**config.mk**
```make
export PLATFORM = sky130hd
export DESIGN_NAME = pwm_phase_scheduler
export DESIGN_NICKNAME = d
export VERILOG_FILES = /design/src/rtl/pwm_sched_pkg.sv /design/src/rtl/pwm_period_ctr.sv /design/src/rtl/pwm_phase_scheduler.sv
export SDC_FILE = /design/constraint.sdc
export NUM_CORES = 1
export LEC_CHECK = 0
export CAP_MARGIN = 15
export CORE_MARGIN = 2
export CORE_UTILIZATION = 52
export CTS_CLUSTER_DIAMETER = 150
export DETAILED_ROUTE_END_ITERATION = 6
export HOLD_SLACK_MARGIN = 0.03
export PLACE_DENSITY = 0.81
export SYNTH_ARGS = -nofsm -noshare
export SYNTH_HDL_FRONTEND = slang
export SYNTH_HIERARCHICAL = 1
export SYNTH_SLANG_ARGS = --single-unit
```
**constraint.sdc**
```tcl
create_clock -name clk -period 11.6 [get_ports clk]
set_input_delay 2.32 -clock clk [delete_from_list [all_inputs] [get_ports clk]]
set_output_delay 2.32 -clock clk [all_outputs]
set_load 0.05 [all_outputs]
```
**src/rtl/pwm_sched_pkg.sv**
```systemverilog
// Shared widths, period length, scheduler state and per-channel config payload
// for the pwm phase scheduler.
package pwm_sched_pkg;

  // 11 bits so the counter, compare and phase fields can all hold 1250.
  localparam int unsigned CTR_W      = 11;
  localparam int unsigned PERIOD_MAX = 1250;

  typedef enum logic [0:0] {
    IDLE    = 1'b0,
    PENDING = 1'b1
  } sched_state_t;

  typedef struct packed {
    logic [CTR_W-1:0] compare;
    logic [CTR_W-1:0] phase;
  } ch_cfg_t;

  function automatic logic in_range(input logic [CTR_W-1:0] v);
    return (32'(v) <= PERIOD_MAX);
  endfunction

endpackage

```
**src/rtl/pwm_period_ctr.sv**
```systemverilog
// Period counter: counts 0..PERIOD_MAX while run is high, held at 0 otherwise.
// Provides a combinational wrap flag and a registered period_sync pulse.
module pwm_period_ctr
  import pwm_sched_pkg::*;
(
  input  logic             clk,
  input  logic             rst,
  input  logic             run_i,
  output logic [CTR_W-1:0] ctr_o,
  output logic             wrap_c_o,
  output logic             period_sync_o
);

  localparam logic [CTR_W-1:0] CTR_LAST = CTR_W'(PERIOD_MAX);

  logic [CTR_W-1:0] ctr_q, ctr_d;
  logic             sync_q;

  always_comb begin
    ctr_d = '0;
    if (run_i && (ctr_q != CTR_LAST)) ctr_d = ctr_q + CTR_W'(1);
  end

  always_ff @(posedge clk or posedge rst) begin
    if (rst) begin
      ctr_q  <= '0;
      sync_q <= 1'b0;
    end else begin
      ctr_q  <= ctr_d;
      sync_q <= run_i && (ctr_q == '0);
    end
  end

  assign ctr_o         = ctr_q;
  assign wrap_c_o      = run_i && (ctr_q == CTR_LAST);
  assign period_sync_o = sync_q;

endmodule

```
**src/rtl/pwm_phase_scheduler.sv**
```systemverilog
// Per-channel phase/duty scheduler: shadow bank written by the host, swapped into
// the active bank only at a period wrap (or immediately while stopped).
module pwm_phase_scheduler
  import pwm_sched_pkg::*;
#(
  parameter  int unsigned NUM_CH = 8,
  localparam int unsigned CH_W   = (NUM_CH > 1) ? $clog2(NUM_CH) : 1
) (
  input  logic                    clk,
  input  logic                    rst,
  input  logic                    run,
  input  logic                    wr_valid,
  output logic                    wr_ready,
  input  logic [CH_W-1:0]         wr_ch,
  input  logic [CTR_W-1:0]        wr_compare,
  input  logic [CTR_W-1:0]        wr_phase,
  output logic                    wr_err,
  input  logic                    commit_req,
  output logic                    commit_done,
  output logic [CTR_W-1:0]        ctr,
  output logic                    period_sync,
  output logic [NUM_CH-1:0]       ch_fire,
  output logic [NUM_CH*CTR_W-1:0] ch_compare
);

  sched_state_t      state_q, state_d;
  logic              wr_ready_q, wr_err_q, commit_done_q;
  logic              wr_acc_c, wr_bad_c, xfer_c, wrap_c;
  logic [CTR_W-1:0]  ctr_w;
  logic [NUM_CH-1:0] hit_c, fire_q;
  ch_cfg_t           shadow_q [NUM_CH];
  ch_cfg_t           active_q [NUM_CH];

  pwm_period_ctr u_ctr (
    .clk           (clk),
    .rst           (rst),
    .run_i         (run),
    .ctr_o         (ctr_w),
    .wrap_c_o      (wrap_c),
    .period_sync_o (period_sync)
  );

  assign wr_acc_c = wr_valid && wr_ready_q;
  assign wr_bad_c = (32'(wr_ch) >= NUM_CH) || !in_range(wr_compare) || !in_range(wr_phase);

  // Commit waits for the last count of a period so every channel switches together.
  always_comb begin
    state_d = state_q;
    xfer_c  = 1'b0;
    unique case (state_q)
      IDLE:    if (commit_req) state_d = PENDING;
      PENDING: if (!run || wrap_c) begin
        xfer_c  = 1'b1;
        state_d = IDLE;
      end
      default: state_d = IDLE;
    endcase
  end

  always_ff @(posedge clk or posedge rst) begin
    if (rst) begin
      state_q       <= IDLE;
      wr_ready_q    <= 1'b1;
      wr_err_q      <= 1'b0;
      commit_done_q <= 1'b0;
    end else begin
      state_q       <= state_d;
      wr_ready_q    <= (state_d == IDLE);
      wr_err_q      <= wr_acc_c && wr_bad_c;
      commit_done_q <= xfer_c;
    end
  end

  always_ff @(posedge clk or posedge rst) begin
    if (rst) begin
      for (int i = 0; i < NUM_CH; i++) begin
        shadow_q[i] <= '0;
        active_q[i] <= '0;
      end
    end else begin
      if (wr_acc_c && !wr_bad_c) shadow_q[wr_ch] <= '{compare: wr_compare, phase: wr_phase};
      if (xfer_c) active_q <= shadow_q;
    end
  end

  for (genvar g = 0; g < NUM_CH; g++) begin : g_ch
    assign hit_c[g] = run && (ctr_w == active_q[g].phase);
    assign ch_compare[g*CTR_W +: CTR_W] = active_q[g].compare;
  end

  always_ff @(posedge clk or posedge rst) begin
    if (rst) fire_q <= '0;
    else     fire_q <= hit_c;
  end

  assign wr_ready    = wr_ready_q;
  assign wr_err      = wr_err_q;
  assign commit_done = commit_done_q;
  assign ctr         = ctr_w;
  assign ch_fire     = fire_q;

endmodule

```
Word level (Yosys, flattened, before mapping):

Index checks and enable logic that the tools add are counted.

* bits in latches: 0
* RAM bits: 0
* output and inout bits: 111
* memory bits (read-only): 0
* memories: 0
* register bits: 376
* logic and storage cells: 88

* divide/modulo/power cells: 0
* order comparisons: 4
* shift operators: 0
* reduce and logical (&&, ||, !) cells: 22
* muxes and demuxes: 9
* add/sub/neg operators: 1
* eq/ne operators: 10
* multiply operators: 0
* bitwise gates (word level): 3

Operators with widths (count)
* bitwise mux 176 bit: 1
* equality test 11 bit: 8
* demux 22 bit (select 3 bit): 1
* less-or-equal comparator 11 bit (second input constant): 2
* 2-to-1 mux 22 bit: 1
* logical AND 1 bit: 15
* adder 11 x 1 -> 11 bit (second input constant): 1
* equality test 11 bit (second input constant): 1
* zero test 11 bit: 1
* 2-to-1 mux 11 bit: 1
* inequality test 11 bit (second input constant): 1
* >= comparator 4 bit (second input constant): 1
* zero test 1 bit: 4
* less-than comparator 4 x 1 -> 1 bit (second input constant): 1
* 2-to-1 mux 1 bit: 4
* inverter 3 -> 4 bit: 1
* logical OR 1 bit: 2
* inverter 1 bit: 2
* case mux 1 bit (2 select lines): 1

Logic depth before layout (Yosys ltp):

* depth in word-level cells: 6
* gate-level depth with buffers: 11
* depth with buffers taken out: 9

Cells and area by module:

The synthesis kept the hierarchy.

By module, submodules not included
* pwm_phase_scheduler: seq. area each 9110.0 um2, times used 1, cells an instance 1388, area each 16012.9 um2
* pwm_period_ctr: seq. area each 300.3 um2, times used 1, cells an instance 64, area each 636.9 um2

Least setup slack after synthesis:

Ideal clock, no wire load.

* kind: input to register
* start: input port wr_phase[4]
* end: register shadow_q[0] (netlist name)
* data arrival time: 3.925 ns
* library setup time: 0.125 ns
* setup slack: 7.550 ns
* cell stages on the path: 7
* path buffers: 2
* required time: 11.475 ns
* cell sequence: buf_2 -> or4_1 -> nor3_2 -> or3_4 -> nand4_4 -> buf_6 -> mux2_4

* cells in the longest elaborated chain, start to end: 5

Ends and longest elaborated chain
* from (decl): RTL line pwm_phase_scheduler.sv:16 `input logic [CTR_W-1:0] wr_phase,`
* less-or-equal comparator 11 bit: RTL line pwm_sched_pkg.sv:20 `return (32'(v) <= PERIOD_MAX);`
* zero test 1 bit: RTL line pwm_phase_scheduler.sv:44 `assign wr_bad_c = (32'(wr_ch) >= NUM_CH) || !in_range(wr_compare) || !in_range(wr_phase);`
* logical OR 1 bit: RTL line pwm_phase_scheduler.sv:44
* zero test 1 bit: RTL line pwm_phase_scheduler.sv:81 `if (wr_acc_c && !wr_bad_c) shadow_q[wr_ch] <= '{compare: wr_compare, phase: wr_phase};`
* logical AND 1 bit: RTL line pwm_phase_scheduler.sv:81
* to (signal, indexed assignment): RTL line pwm_phase_scheduler.sv:81
* to (decl): RTL line pwm_phase_scheduler.sv:31 `ch_cfg_t shadow_q [NUM_CH];`

Every way passes these cells.
A chain may end at the register's enable or synchronous reset.

Final worst setup path:

* start: input port run
* end: register active_q[52] (netlist name)

* cells in the longest elaborated chain, start to end: 4

Ends and longest elaborated chain
* from (decl): RTL line pwm_phase_scheduler.sv:11 `input logic run,`
* logical AND 1 bit: RTL line pwm_period_ctr.sv:35 `assign wrap_c_o = run_i && (ctr_q == CTR_LAST);`
* net wrap_c: RTL line pwm_phase_scheduler.sv:28 `logic wr_acc_c, wr_bad_c, xfer_c, wrap_c;`
* logical OR 1 bit: RTL line pwm_phase_scheduler.sv:52 `PENDING: if (!run || wrap_c) begin`
* 2-to-1 mux 1 bit: RTL line pwm_phase_scheduler.sv:52
* 2-to-1 mux 1 bit: RTL line pwm_phase_scheduler.sv:50 `unique case (state_q)`
* to (signal assigned): RTL line pwm_phase_scheduler.sv:82 `if (xfer_c) active_q <= shadow_q;`
* to (decl): RTL line pwm_phase_scheduler.sv:32 `ch_cfg_t active_q [NUM_CH];`

The timed path passes the listed nets, and every way through them passes these cells.

==> summary.md <==
| Metric | Value |
|---|---|
| Worst ir drop on vdd | `0.000140 V` |
| Internal power summed over all cells | `2840 uW` |
| Mean instance size in the synthesized netlist | `11.5 um^2` |
| Pwr/cell area | `221 mW/mm^2` |
| Number of enable-type register cells in the synthesized netlist | `0` |
| Yosys warning count | `6` |
| Post-CTS Setup Inserts | `0` |
| Area added between synthesis and finish | `13.8%` |
| Prevailing post-synth register cell | `sky130_fd_sc_hd__dfrtp_1` |
| Boundary pin count | `141` |
| Total nets after synthesis | `1485` |
| Clock Root Buffer | `sky130_fd_sc_hd__clkbuf_16` |
| Final ANT Viol Nets | `0` |
| Sequential fraction of the synthesis area | `56.5%` |
| Count of filler cells inserted in the layout | `2388` |
| Number of cells produced by synthesis | `1452` |
| Crit-path max FO | `98` |
| Ratio of routed vias to standard cells | `5.42` |
| Worst R2R Path Depth | `8` |
| Area taken by flip-flops and latches | `0.00941 mm^2` |
| Pre-Repair DR Iteration Count | `5` |
| Count of cells resized by post-cts repair | `0` |
| Area used by multi-input combinational logic | `0.00612 mm^2` |
| Required time at the endpoint of the critical path | `12070 ps` |
| Cell Count Post-Placement | `1837` |
| Final HPWL DP | `22.5 mm` |
| Setup tns final | `0 ps` |
| Number of hold buffers added after cts | `0` |
| Fin. max-slew vios | `0` |
| Number of endpoints failing setup at the final stage | `0` |
| Initial antenna violation count | `1` |
| Total number of H-tree levels | `2` |
| Net count reported at finish | `1509` |
| Crit path kind | `input port to flop` |
| Final Hold Viols | `0` |
| Launch point of the worst reg-to-reg path | `u_ctr/ctr_o[2]$_DFF_PP0_` |
| Unrepaired setup endpoints after global routing | `false` |
| Via count of the first global-routing pass | `10800` |
| DRT iter0 DRCs | `768` |
| Wire length of the first global-routing pass | `60.7 mm` |
| Static Leak | `0.00960 uW` |
| Period Utilization, post-route | `43.5%` |
| Total net switching power | `1340 uW` |
| Port-buffer cells | `140` |
| Capturing point of the worst reg2reg path | `active_q[52]$_DFFE_PP0P_` |
| Slew headroom | `25.2%` |
| Pin count of the biggest net entering global routing | `208` |
| Clock Latency Late Sink | `550 ps` |
| Maximum clock insertion buffer count | `3` |
| Clock-pin transition on the worst setup and hold timing paths | `60 ps` |
| Detailed-route wire length | `38.1 mm` |
| Global Route Usage Sum | `23.2%` |
| FP Rows | `65` |
| Vertical die dimension | `183 um` |
| CTS tree | `built` |
| Worst min path class | `flop to flop` |
| Worst EP arrival | `5520 ps` |
| Portion of total power attributed to the clock network | `31.6%` |
| Hold path startpoint | `shadow_q[165]$_DFFE_PP0P_` |
| Cells on Worst Hold Path | `2` |
| Overall die area | `0.0335 mm^2` |
| Register-to-register path setup slack | `7580 ps` |
| Core area | `0.0316 mm^2` |
| Residual overflow from global routing | `0` |
| Number of max-capacitance violations reported | `0` |
| Sequential fraction of design power | `43.2%` |
| Net switching share of the total power | `32.0%` |
| Ys async rst share | `100%` |
| Inserted Clock Buffers | `39` |
| Netlist Area Pre-Place | `0.0166 mm^2` |
| Post-synthesis register bit count | `376` |
| Final Critical Period | `5050 ps` |
| Maximum clock frequency | `198 MHz` |
| Distinct cells, synth | `41` |
| Routed wire per std cell | `19.9 um` |
| Part of the power in combinational logic | `25.1%` |
| Post-route DRC | `0` |
| Starting Density | `52.8%` |
| RePlAce Congestion | `0.787` |
| Startpoint Class | `input port` |
| Die width | `183 um` |
| Clock Sink Count | `376` |
| Via count | `10400` |
| Critical path capture point type | `flop` |
| Worst min-delay path endpoint | `ch_compare[0]$_DFFE_PP0P_` |
| Final clock skew | `24.4 ps` |
| Filler-free cell count of the finished design | `1909` |
| Least-Margin Pin Slew | `1120 ps` |
| Result of the run | `finished clean` |
| Share of post-route cells with drive strength above 1 | `17.9%` |
## synth_stat cells, types with 2 or more instances
cell type / count / area, um^2
sky130_fd_sc_hd__nand2_1: 533 / 2000
sky130_fd_sc_hd__dfrtp_1: 375 / 9380
sky130_fd_sc_hd__mux2_4: 160 / 2400
sky130_fd_sc_hd__xnor2_1: 89 / 780
sky130_fd_sc_hd__buf_4: 88 / 661
sky130_fd_sc_hd__clkbuf_1: 56 / 210
sky130_fd_sc_hd__nand4_1: 27 / 169
sky130_fd_sc_hd__buf_6: 18 / 203
sky130_fd_sc_hd__mux2_2: 16 / 180
sky130_fd_sc_hd__inv_1: 11 / 41.3
sky130_fd_sc_hd__nor3_1: 9 / 45.0
sky130_fd_sc_hd__a21oi_1: 7 / 35.0
sky130_fd_sc_hd__nor2_1: 7 / 26.3
sky130_fd_sc_hd__o21ai_0: 5 / 25.0
sky130_fd_sc_hd__nand2_2: 4 / 25.0
sky130_fd_sc_hd__nand3_1: 4 / 20.0
sky130_fd_sc_hd__nand4_4: 4 / 85.1
sky130_fd_sc_hd__or4_1: 4 / 30.0
sky130_fd_sc_hd__buf_1: 3 / 11.3
sky130_fd_sc_hd__ha_1: 3 / 37.5
sky130_fd_sc_hd__nor4_1: 3 / 18.8
sky130_fd_sc_hd__o31ai_1: 3 / 22.5
sky130_fd_sc_hd__or3_1: 3 / 18.8
sky130_fd_sc_hd__nor4b_2: 2 / 30.0
sky130_fd_sc_hd__xor2_1: 2 / 17.5
## cell type report
| class | instances | share of cell area (%) |
|---|---|---|
| clock inverters | 14 | 1.14 |
| repair buffers | 149 | 7.82 |
| flip-flops and latches | 376 | 49.7 |
| diodes | 1 | 0.0132 |
| multi-input cells | 898 | 32.3 |
| well taps | 402 | 2.66 |
| clock buffers | 57 | 6.15 |
| inverters | 12 | 0.271 |
## through the flow
stage | hold WS, ps | setup slack [ps] | power (uW) | cell area, um^2 | utilization [%]
floorplan | 415 | 4400 | 2640 | 16700 | -
global placement | 444 | 6150 | 2830 | 17600 | 55.7
detailed placement | 451 | 6120 | 2860 | 17600 | 55.7
CTS | 468 | 6630 | 4200 | 18900 | 60.0
global route | 490 | 6420 | 4360 | 18900 | 60.0
finish | 468 | 6550 | 4180 | 18900 | 60.0
## kinds of logic (layout without fill, tap and decap cells)
family / count (synthesis) / after routing / share of synthesized area [%]
compound gates: 22 / 22 / 0.954
xor+xnor: 91 / 91 / 4.79
simple gates: 606 / 606 / 15.2
mux: 176 / 176 / 15.5
fa+ha+maj: 3 / 3 / 0.225
buf+inv: 178 / 232 / 6.82
other cells: 0 / 1 / 0
flops: 376 / 376 / 56.5
## worst max path at each step
stage / from / endpoint / slack [ps] / depth (start not counted)
global route: run / active_q[66]$_DFFE_PP0P_ / 6420 / 7
CTS: run / active_q[52]$_DFFE_PP0P_ / 6630 / 7
finish: run / active_q[52]$_DFFE_PP0P_ / 6550 / 7
detailed placement: run / active_q[110]$_DFFE_PP0P_ / 6120 / 7
floorplan: rst / active_q[0]$_DFFE_PP0P_ / 4400 / 1
global placement: run / ch_compare[32]$_DFFE_PP0P_ / 6150 / 7
## worst max-delay path, cell delays in order
cell	delay, ps
sky130_fd_sc_hd__clkdlybuf4s50_1	850
sky130_fd_sc_hd__and3_1	310
sky130_fd_sc_hd__o21ai_4	80
sky130_fd_sc_hd__inv_4	700
sky130_fd_sc_hd__buf_4	790
sky130_fd_sc_hd__nand2_1	180
sky130_fd_sc_hd__nand2_1	110
## cells in the final DEF (no fill, tap or decap), types with 2 or more instances in the layout
cell and instances:
sky130_fd_sc_hd__nor4b_2 2, sky130_fd_sc_hd__clkinv_2 6, sky130_fd_sc_hd__nand2_1 533, sky130_fd_sc_hd__or4_1 4
sky130_fd_sc_hd__clkinvlp_4 3, sky130_fd_sc_hd__nand2_2 4, sky130_fd_sc_hd__nor2_1 7, sky130_fd_sc_hd__a21oi_1 7
sky130_fd_sc_hd__clkbuf_16 40, sky130_fd_sc_hd__nand4_4 4, sky130_fd_sc_hd__or3_1 3, sky130_fd_sc_hd__clkbuf_8 10
sky130_fd_sc_hd__buf_4 8, sky130_fd_sc_hd__xor2_1 2, sky130_fd_sc_hd__nand3_1 4, sky130_fd_sc_hd__mux2_4 160
sky130_fd_sc_hd__ha_1 3, sky130_fd_sc_hd__o31ai_1 3, sky130_fd_sc_hd__xnor2_1 89, sky130_fd_sc_hd__bufinv_16 4
sky130_fd_sc_hd__nor4_1 3, sky130_fd_sc_hd__clkdlybuf4s50_1 140, sky130_fd_sc_hd__clkbuf_1 7, sky130_fd_sc_hd__inv_1 10
sky130_fd_sc_hd__o21ai_0 5, sky130_fd_sc_hd__nor3_1 9, sky130_fd_sc_hd__nand4_1 27, sky130_fd_sc_hd__dfrtp_1 375
sky130_fd_sc_hd__mux2_2 16
## power by group through the flow
stage / Combinational, uW / Sequential [uW] / Clock, uW
after CTS: 1060 / 1800 / 1340
after floorplan: 862 / 1780 / 0
after global routing: 1120 / 1840 / 1400
final: 1050 / 1810 / 1320
after global placement: 1020 / 1810 / 0
after detailed placement: 1050 / 1810 / 0
## registers in the layout, summed over array words and instances, names as in the netlist
name                 flops
commit_done              1
shadow_q               176
u_ctr/ctr_o             11
ch_compare              88
ch_fire                  8
wr_err                   1
state_q                  1
active_q                88
wr_ready                 1
u_ctr/period_sync_o      1
## layer usage
metal  vias to the layer above  share of wire [%]  global-route usage (%)
met5                         -                  0                       0
met4                         0                2.6                    7.30
met3                        72                5.6                    3.53
met2                       348                 49                    38.4
met1                      5319                 43                    31.9
li1                       4614                  -                       -
Note: power is estimated with default switching activity, not from simulation.
